===== config.mk =====
export PLATFORM = sky130hd
export DESIGN_NAME = reg_cmd_master
export DESIGN_NICKNAME = d
export VERILOG_FILES = /design/src/rtl/reg_cmd_master.sv
export SDC_FILE = /design/constraint.sdc
export NUM_CORES = 1
export LEC_CHECK = 0
export ABC_AREA = 1
export BUFFER_PORTS_ARGS = -buffer_cell sky130_fd_sc_hd__buf_2
export CAP_MARGIN = 25
export CORE_ASPECT_RATIO = 1.2
export CORE_UTILIZATION = 30
export CTS_CLUSTER_DIAMETER = 80
export DETAILED_ROUTE_END_ITERATION = 7
export GPL_TIMING_DRIVEN = 1
export PLACE_DENSITY = 0.47
export SYNTH_ARGS = -nofsm -noshare
export SYNTH_HDL_FRONTEND = slang
export SYNTH_SLANG_ARGS = --single-unit

===== constraint.sdc =====
create_clock -name clk -period 4.7 [get_ports clk]
set_input_delay 1.175 -clock clk [delete_from_list [all_inputs] [get_ports clk]]
set_output_delay 1.175 -clock clk [all_outputs]
set_load 0.005 [all_outputs]

===== src/rtl/reg_cmd_master.sv =====
// Register-access initiator: serialises one register request into the 8-byte command frame
// and collects the 4-byte reply plus end marker from the responder.
module reg_cmd_master #(
  parameter logic [7:0]  MAGIC   = 8'hAA,
  parameter logic [15:0] TIMEOUT = 16'hFFFF
) (
  input  logic        clk,
  input  logic        reset,
  input  logic        req_valid,
  output logic        req_ready,
  input  logic        req_wr,
  input  logic [15:0] req_addr,
  input  logic [31:0] req_data,
  output logic [7:0]  cmd_out,
  output logic        cmd_wr,
  input  logic        cmd_full,
  input  logic [7:0]  reply_in,
  input  logic        reply_rdy,
  output logic        reply_ack,
  input  logic        reply_end,
  output logic        rsp_valid,
  output logic [31:0] rsp_data,
  output logic        rsp_err
);

  typedef enum logic [2:0] {StIdle, StSend, StRecv, StEndw, StDone} state_e;

  state_e      state_q;
  logic        wr_q;
  logic [15:0] addr_q;
  logic [31:0] data_q;
  logic [2:0]  idx_q;
  logic [15:0] timer_q;
  logic [31:0] rx_q;

  logic [63:0] frame;
  logic [7:0]  send_byte;
  logic        timed_out;

  // Frame bytes in wire order, byte 0 in the low lane.
  assign frame     = {data_q, addr_q, 7'b0, wr_q, MAGIC};
  assign send_byte = frame[{idx_q, 3'b000} +: 8];
  assign timed_out = (timer_q == TIMEOUT);
  assign req_ready = (state_q == StIdle);

  always_ff @(posedge clk) begin
    if (reset) begin
      state_q   <= StIdle;
      wr_q      <= 1'b0;
      addr_q    <= '0;
      data_q    <= '0;
      idx_q     <= '0;
      timer_q   <= '0;
      rx_q      <= '0;
      cmd_out   <= '0;
      cmd_wr    <= 1'b0;
      reply_ack <= 1'b0;
      rsp_valid <= 1'b0;
      rsp_data  <= '0;
      rsp_err   <= 1'b0;
    end else begin
      cmd_wr    <= 1'b0;
      reply_ack <= 1'b0;
      rsp_valid <= 1'b0;
      unique case (state_q)
        StIdle: begin
          if (req_valid) begin
            wr_q    <= req_wr;
            addr_q  <= req_addr;
            data_q  <= req_wr ? req_data : 32'h0;
            idx_q   <= '0;
            rx_q    <= '0;
            state_q <= StSend;
          end
        end
        StSend: begin
          if (!cmd_full) begin
            cmd_wr  <= 1'b1;
            cmd_out <= send_byte;
            idx_q   <= idx_q + 3'd1;
            if (idx_q == 3'd7) begin
              idx_q   <= '0;
              timer_q <= '0;
              state_q <= StRecv;
            end
          end
        end
        StRecv: begin
          if (reply_end) begin
            state_q   <= StDone;
            rsp_valid <= 1'b1;
            rsp_err   <= 1'b1;
            rsp_data  <= rx_q;
          end else if (reply_rdy && !reply_ack) begin
            // At most one ack per responder step: a byte still held after an ack is not re-taken.
            reply_ack                        <= 1'b1;
            rx_q[{idx_q[1:0], 3'b000} +: 8] <= reply_in;
            timer_q                          <= '0;
            idx_q                            <= idx_q + 3'd1;
            if (idx_q == 3'd3) state_q <= StEndw;
          end else if (timed_out) begin
            state_q   <= StDone;
            rsp_valid <= 1'b1;
            rsp_err   <= 1'b1;
            rsp_data  <= rx_q;
          end else begin
            timer_q <= timer_q + 16'd1;
          end
        end
        StEndw: begin
          if (reply_end || timed_out) begin
            state_q   <= StDone;
            rsp_valid <= 1'b1;
            rsp_err   <= !reply_end;
            rsp_data  <= rx_q;
          end else begin
            timer_q <= timer_q + 16'd1;
          end
        end
        StDone: state_q <= StIdle;
        default: state_q <= StIdle;
      endcase
    end
  end

endmodule


==> results of run 1 <==
-- kinds of logic (layout without fill, tap and decap cells) --
group | after synthesis | after routing | share of synthesized area
AO/OA/AOI/OAI | 189 | 189 | 0.152
adder cells (fa/ha/maj) | 7 | 7 | 0.0131
buffers and inverters | 120 | 213 | 0.0795
flip-flops | 147 | 147 | 0.442
AND/OR/NAND/NOR | 478 | 478 | 0.313
-- stage by stage --
step / total power, mW / setup slack, ps
after floorplan: 2.47 / 2450
after global placement: 2.76 / 1530
after detailed placement: 2.76 / 1460
after CTS: 4.14 / 1910
after global routing: 4.36 / 1730
final: 4.08 / 1970
-- sequential cells by signal, summed over array words and instances (netlist names) --
| signal | count |
|---|---|
| addr_q | 16 |
| cmd_out | 8 |
| cmd_wr | 1 |
| data_q | 32 |
| idx_q | 3 |
| reply_ack | 1 |
| rsp_data | 32 |
| rsp_err | 1 |
| rsp_valid | 1 |
| rx_q | 32 |
| state_q | 3 |
| timer_q | 16 |
| wr_q | 1 |
-- synth_stat cells (all sizes together) --
cell type,instances
nand2,256
dfxtp,147
a21oi,125
nor2,118
inv,69
nand3,69
o21ai,47
clkbuf,29
buf,21
nand4,18
o211ai,9
ha,7
nor3,7
a22o,3
a31oi,3
nand3b,3
or2,3
nor3b,2
nor4,2
a211oi,1
a22oi,1
clkinv,1
-- area by class of cell --
class	count	area, um^2	share of cell area
Clock buffer	17	425	0.0539
Clock inverter	15	164	0.0208
Inverter	70	264	0.0334
Multi-Input combinational cell	674	3190	0.404
Sequential cell	147	2940	0.373
Tap cell	274	343	0.0434
Timing Repair Buffer	111	568	0.0719
-- layer usage --
metal / routed length (um) / global-route usage / share of wire
met5: 0 / 0 / 0
met4: 421 / 0.0669 / 0.022
met3: 750 / 0.0311 / 0.040
met2: 8770 / 0.285 / 0.47
met1: 8860 / 0.212 / 0.47
-- worst max-delay path: cells and delay by family --
family | cells | cell delay, ps
AO/OA/AOI/OAI | 1 | 80
buffers and inverters | 3 | 750
AND/OR/NAND/NOR | 5 | 960
-- report_power, final --
part / internal, mW / switching (mW) / leakage, nW / total [mW]
clock: 0.756 / 0.617 / 0.286 / 1.37
sequential: 1.38 / 0.128 / 1.19 / 1.51
combinational: 0.344 / 0.852 / 1.69 / 1.20
total: 2.48 / 1.60 / 3.17 / 4.08
-- path summary, 6_finish.rpt --
kind	start	end	depth (start not counted)
setup / recovery	reply_end	rsp_data[18]$_SDFFE_PP0P_	9
hold / removal	rx_q[30]$_SDFFE_PP0P_	rx_q[30]$_SDFFE_PP0P_	2
setup reg to reg	idx_q[0]$_SDFFE_PP0P_	timer_q[3]$_SDFFE_PP0P_	8
hold reg to reg	rx_q[30]$_SDFFE_PP0P_	rx_q[30]$_SDFFE_PP0P_	2
==> PnR_summary.wiki, run 1 <==
{| class="wikitable"
! Metric !! Value
|-
| Proportion of layout cells with a drive suffix above 1 || 0.162
|-
| Port Buffers || 107
|-
| Unrepaired setup endpoints after global routing || no
|-
| Chip height || between 150 and 200 um
|-
| Syn nets || 1011
|-
| CTS Root Cell || sky130_fd_sc_hd__clkbuf_16
|-
| Flip-flop and latch count after synthesis || 147
|-
| Pin count of the biggest net entering global routing || 79
|-
| Die Outline Area || 22800 um^2
|-
| Most common cell after layout, fill and taps aside || sky130_fd_sc_hd__nand2_1
|-
| Highest cell delay on the worst timing path || 530 ps
|-
| Number of top-level pins || 108
|-
| Number of maximum-capacitance violations || 0
|-
| Antenna-violating nets left || 0
|-
| Routed len/inst || 14.4 um
|-
| Number of cell rows || 59
|-
| LEAKAGE || 3.17 nW
|-
| Layout overhead on the synthesized area || 18.5%
|-
| Number of placed instances with taps included || roughly 1.3k
|-
| Post-layout instance area || just under 8000 um^2
|-
| Most Frequent Cell on Critical Path || sky130_fd_sc_hd__nand2_4
|-
| Post-route setup TNS || 0 ps
|-
| Top cell type's share of synthesized area || 0.442
|-
| Count of synthesis-stage warnings from yosys || 0
|-
| Die X-Extent || 138 um
|-
| Placement Cell Area || 7310 um^2
|-
| Flop2flop setup slack || 2000 ps
|-
| Antenna violations before repair || 0
|-
| Crit path max-delay cell type || sky130_fd_sc_hd__clkinv_2
|-
| Critical Path, Cell by Cell || buf_2 -> inv_1 -> nand3_1 -> nand2_4 -> nand2_2 -> nand2_4 -> clkinv_2 -> nand2_1 -> a21oi_1
|-
| Worst-Margin Slew || 896 ps
|-
| TritonCTS clock tree || done
|-
| Worst endpoint required time || 4970 ps
|-
| Count of buffers added by post-CTS timing repair for setup || 0
|-
| Highest-count cells in the layout ignoring fill and taps || sky130_fd_sc_hd__nand2_1 (247), sky130_fd_sc_hd__dfxtp_1 (147), sky130_fd_sc_hd__a21oi_1 (124)
|-
| Std-Cell Core Area || 21700 um^2
|-
| Layout Utilization || 0.364
|-
| First-pass detailed-route iteration total || 4
|-
| Worst-path fanout max || 46
|-
| GPL Wtd Cong || between 0.7 and 0.8
|-
| Worst hold path type || reg -> reg
|-
| Final antenna diode count || 0
|-
| Share of the cycle needed by the critical path after routing || 0.581
|-
| Number of global-route vias before repair || 5800
|-
| Classification of the worst setup path || in -> reg
|-
| PD cells || 517 nW/um^2
|-
| Post-synthesis instance area || 6660 um^2
|-
| Count of cells resized by post-cts repair || 0
|-
| Detailed Route WL || 18.8 mm
|-
| Register area share after synthesis || 0.442
|-
| # fillers || 2424
|-
| Clock transition time at the flip-flop clock pins of the worst setup and hold paths || ~70 ps
|-
| Data arrival time of the critical path || between 3000 and 4000 ps
|-
| Post-route worst hold slack || 451 ps
|-
| Largest cells by area after synthesis || sky130_fd_sc_hd__dfxtp_1 (44%), sky130_fd_sc_hd__nand2_1 (14%), sky130_fd_sc_hd__a21oi_1 (9.3%), sky130_fd_sc_hd__nor2_1 (6.4%), sky130_fd_sc_hd__nand3_1 (5.2%)
|-
| Total vias in the final route || 6171
|-
| Final global-route overflow total || 0
|-
| Clock Tree Buf Depth || 2
|-
| Global-route wire length before repair || 30.5 mm
|-
| F_max || 366 MHz
|-
| Unique cell type count in the Yosys netlist || 36
|-
| Maximum vdd ir drop || approximately 270 uV
|-
| Run status || completed
|-
| Top cell type by total area after synthesis || sky130_fd_sc_hd__dfxtp_1
|-
| Overall track demand over capacity in global routing || 0.169
|-
| # DRC || 0
|-
| Synthesized area per cell || 7.08 um^2
|-
| NumNets Final || 1091
|-
| Deepest level of the CTS H-tree || 4
|-
| Category of the worst setup path capture point || register
|-
| Final setup violation count || 0
|-
| Starting DRC count in detailed routing || about 250
|-
| Total clock sinks || about 150
|-
| CP Launch Type || input pin
|-
| Ratio of routed vias to standard cells || 4.72
|-
| Number of max-slew violations in the final report || 0
|-
| Worst-case clock skew || 10.4 ps
|-
| Placed wire-length estimate || 12.9 mm
|-
| Number of standard cells in the layout, taps in and fillers out || 1308
|-
| CTS Hold Bufs || 0
|-
| Source-to-sink clock delay at the later pin of the worst-skew pair || 430 ps
|-
| Number of endpoints with negative hold slack in the final report || 0
|-
| Number of buffers created by CTS || 17
|-
| Cell count after synthesis || between 900 and 1k
|-
| Worst slew margin relative to its limit || 0.402
|-
| Starting utilization of the core area || 0.307
|-
| Clock period minus final worst setup slack || 2730 ps
|}
(Power assumes the default switching activity.)
==> run 2, diff against run 1 <==
==> constraint.sdc (replaced) <==
create_clock -name clk -period 2.8 [get_ports clk]
set_input_delay 0.7 -clock clk [delete_from_list [all_inputs] [get_ports clk]]
set_output_delay 0.7 -clock clk [all_outputs]
set_load 0.005 [all_outputs]
==> run 2 against run 1 <==
Combinational power grew 77%. Critical endpoint is now rx_q[30]$_SDFFE_PP0P_. Worst setup slack lost 1300 ps. Critical path depth shrank 1. Clock skew grew 0.82 ps. Flip-flop and latch count is the same. Non-clock buffer count grew 6. Sequential power grew 64%. Cell count grew 0.46%. Die area is the same. First-iteration DRC count grew 45%. Clock power grew 87%. Power grew 75%.
==> PnR_summary.wiki, run 2 (same netlist as run 1, synthesis figures left out) <==
{| class="wikitable"
! Metric !! Value
|-
| Met2 track utilization from global routing || 0.290
|-
| Antenna-violating nets left || 0
|-
| Number of max-slew violations in the final report || 0
|-
| Most Frequent Cell on Critical Path || sky130_fd_sc_hd__inv_1
|-
| Source-to-sink clock delay at the later pin of the worst-skew pair || approximately 430 ps
|-
| Met3 usage in global routing || 0.0297
|-
| Ratio of routed vias to standard cells || between 4 and 5
|-
| Number of top-level pins || 108
|-
| Highest-count cells in the layout ignoring fill and taps || sky130_fd_sc_hd__nand2_1 (247), sky130_fd_sc_hd__dfxtp_1 (147), sky130_fd_sc_hd__a21oi_1 (124)
|-
| Clock Tree Buf Depth || 2
|-
| Sequential fraction of design power || 0.346
|-
| Placement Cell Area || about 7400 um^2
|-
| Std-Cell Core Area || 21700 um^2
|-
| F_max || 480 MHz
|-
| Internal power || 4.49 mW
|-
| Final global-route overflow total || 0
|-
| Final setup violation count || 0
|-
| Number of cell rows || slightly below 60
|-
| Count of cells resized by post-cts repair || 0
|-
| Total net switching power || 2.66 mW
|-
| Classification of the worst setup path || reg -> reg
|-
| Worst-Margin Slew || about 740 ps
|-
| Global-route wire length before repair || 30.8 mm
|-
| Post-layout power || 7.15 mW
|-
| Worst hold path type || reg -> reg
|-
| Combinational cell fraction of total power || 0.296
|-
| Net switching share of the total power || 0.372
|-
| CTS Root Cell || sky130_fd_sc_hd__clkbuf_16
|-
| Maximum vdd ir drop || 446 uV
|-
| Number of endpoints with negative hold slack in the final report || 0
|-
| First-pass detailed-route iteration total || 5
|-
| Placed wire-length estimate || around 13 mm
|-
| Worst-case clock skew || about 11 ps
|-
| Clock period minus final worst setup slack || 2080 ps
|-
| TritonCTS clock tree || done
|-
| Setup slack after layout || ~720 ps
|-
| Unrepaired setup endpoints after global routing || no
|-
| Post-route setup TNS || 0 ps
|-
| Category of the worst setup path capture point || register
|-
| Largest delay share family, worst path || buffers and inverters
|-
| Routed len/inst || 14.4 um
|-
| CP Launch Type || register
|-
| Proportion of layout cells with a drive suffix above 1 || 0.167
|-
| Data arrival time of the critical path || 2440 ps
|-
| Crit path buf inv count || 3
|-
| Deepest level of the CTS H-tree || 4
|-
| Relative contribution of the clock network to total power || 0.358
|-
| Detailed Route WL || 18.9 mm
|-
| Post-placement setup slack || 425 ps
|-
| Worst-path fanout max || 22
|-
| Port Buffers || between 100 and 150
|-
| Total vias in the final route || 6209
|-
| Pin count of the biggest net entering global routing || about 110
|-
| Die X-Extent || 138 um
|-
| Final antenna diode count || 0
|-
| Die Outline Area || 22800 um^2
|-
| GPL Wtd Cong || approximately 0.76
|-
| CTS Hold Bufs || 0
|-
| Run status || completed
|-
| Critical Path, Cell by Cell || buf_4 -> inv_1 -> ha_1 -> inv_1 -> nand3_1 -> nor3_1 -> o21ai_0 -> a21oi_1
|-
| Highest cell delay on the worst timing path || roughly 400 ps
|-
| Largest registers || data_q x32, rsp_data x32, rx_q x32
|-
| Overall track demand over capacity in global routing || 0.171
|-
| Antenna violations before repair || 0
|-
| PD cells || 889 nW/um^2
|-
| Post-layout instance area || 8030 um^2
|-
| Met1 track utilization from global routing || 0.214
|-
| Number of placed instances with taps included || 1282
|-
| Starting utilization of the core area || 0.307
|-
| Layout overhead on the synthesized area || 20.6%
|-
| LEAKAGE || 3.24 nW
|-
| Crit path max-delay cell type || sky130_fd_sc_hd__ha_1
|-
| Number of standard cells in the layout, taps in and fillers out || 1314
|-
| Chip height || 165 um
|-
| Number of global-route vias before repair || 5927
|-
| NumNets Final || between 1k and 1.5k
|-
| Total clock sinks || 147
|-
| Count of buffers added by post-CTS timing repair for setup || 0
|-
| Routing layer with the top usage in global route || met2
|-
| Share of the cycle needed by the critical path after routing || 0.744
|-
| Most common cell after layout, fill and taps aside || sky130_fd_sc_hd__nand2_1
|-
| Number of maximum-capacitance violations || 0
|-
| # fillers || 2381
|-
| # DRC || 0
|-
| Worst slew margin relative to its limit || 0.505
|-
| Starting DRC count in detailed routing || roughly 360
|-
| Number of buffers created by CTS || 17
|-
| Clock transition time at the flip-flop clock pins of the worst setup and hold paths || 60 ps
|-
| Worst endpoint required time || 3150 ps
|}
run 2: cell types whose count changed in the layout (fill, tap and decap cells not counted), sizes merged:
cell,previous run,this run
buf,111,117
bufinv,1,4
clkbuf,17,18
clkinvlp,2,1
inv,79,76
run 2: path summary, 6_finish.rpt:
kind / slack (ps) / cells after the start / to / from
worst min register to register: 450 / 2 / addr_q[8]$_SDFFE_PP0P_ / addr_q[8]$_SDFFE_PP0P_
worst max register to register: 720 / 8 / rx_q[30]$_SDFFE_PP0P_ / idx_q[0]$_SDFFE_PP0P_
worst max-delay path: 720 / 8 / rx_q[30]$_SDFFE_PP0P_ / idx_q[0]$_SDFFE_PP0P_
worst min-delay path: 450 / 2 / addr_q[8]$_SDFFE_PP0P_ / addr_q[8]$_SDFFE_PP0P_
run 2: tightest hold or removal path: cells and delay by family (launching register included):
kind                   cells  cell delay, ps
AOI/OAI and AO/OA          1              50
buffers and inverters      1              60
DFF                        1             300
run 2: per-stage QoR:
stage,hold slack (ps),util
finish,454,0.370
global route,469,0.370
CTS,461,0.370
detailed placement,451,0.340
global placement,443,0.340
floorplan,424,-
run 2: power by group through the flow:
stage	logic (mW)	registers [mW]	clock network, mW
finish	2.12	2.47	2.56
global route	2.41	2.50	2.71
CTS	2.16	2.47	2.62
detailed placement	2.15	2.52	0
global placement	2.15	2.52	0
floorplan	1.66	2.48	0
run 2: final cells by class:
class | count | area (um^2) | area share
clock inverter | 14 | 216 | 0.0269
sequential | 147 | 2940 | 0.366
clock buffer | 18 | 439 | 0.0547
multi-input combinational | 674 | 3190 | 0.397
timing repair buffer | 117 | 638 | 0.0794
inverter | 70 | 264 | 0.0329
tap | 274 | 343 | 0.0427
run 2: per-layer routing:
| metal | vias up | part of all wire |
|---|---|---|
| met5 | - | 0 |
| met4 | 0 | 0.022 |
| met2 | 149 | 0.47 |
| met3 | 22 | 0.042 |
| li1 | 3256 | - |
| met1 | 2782 | 0.46 |
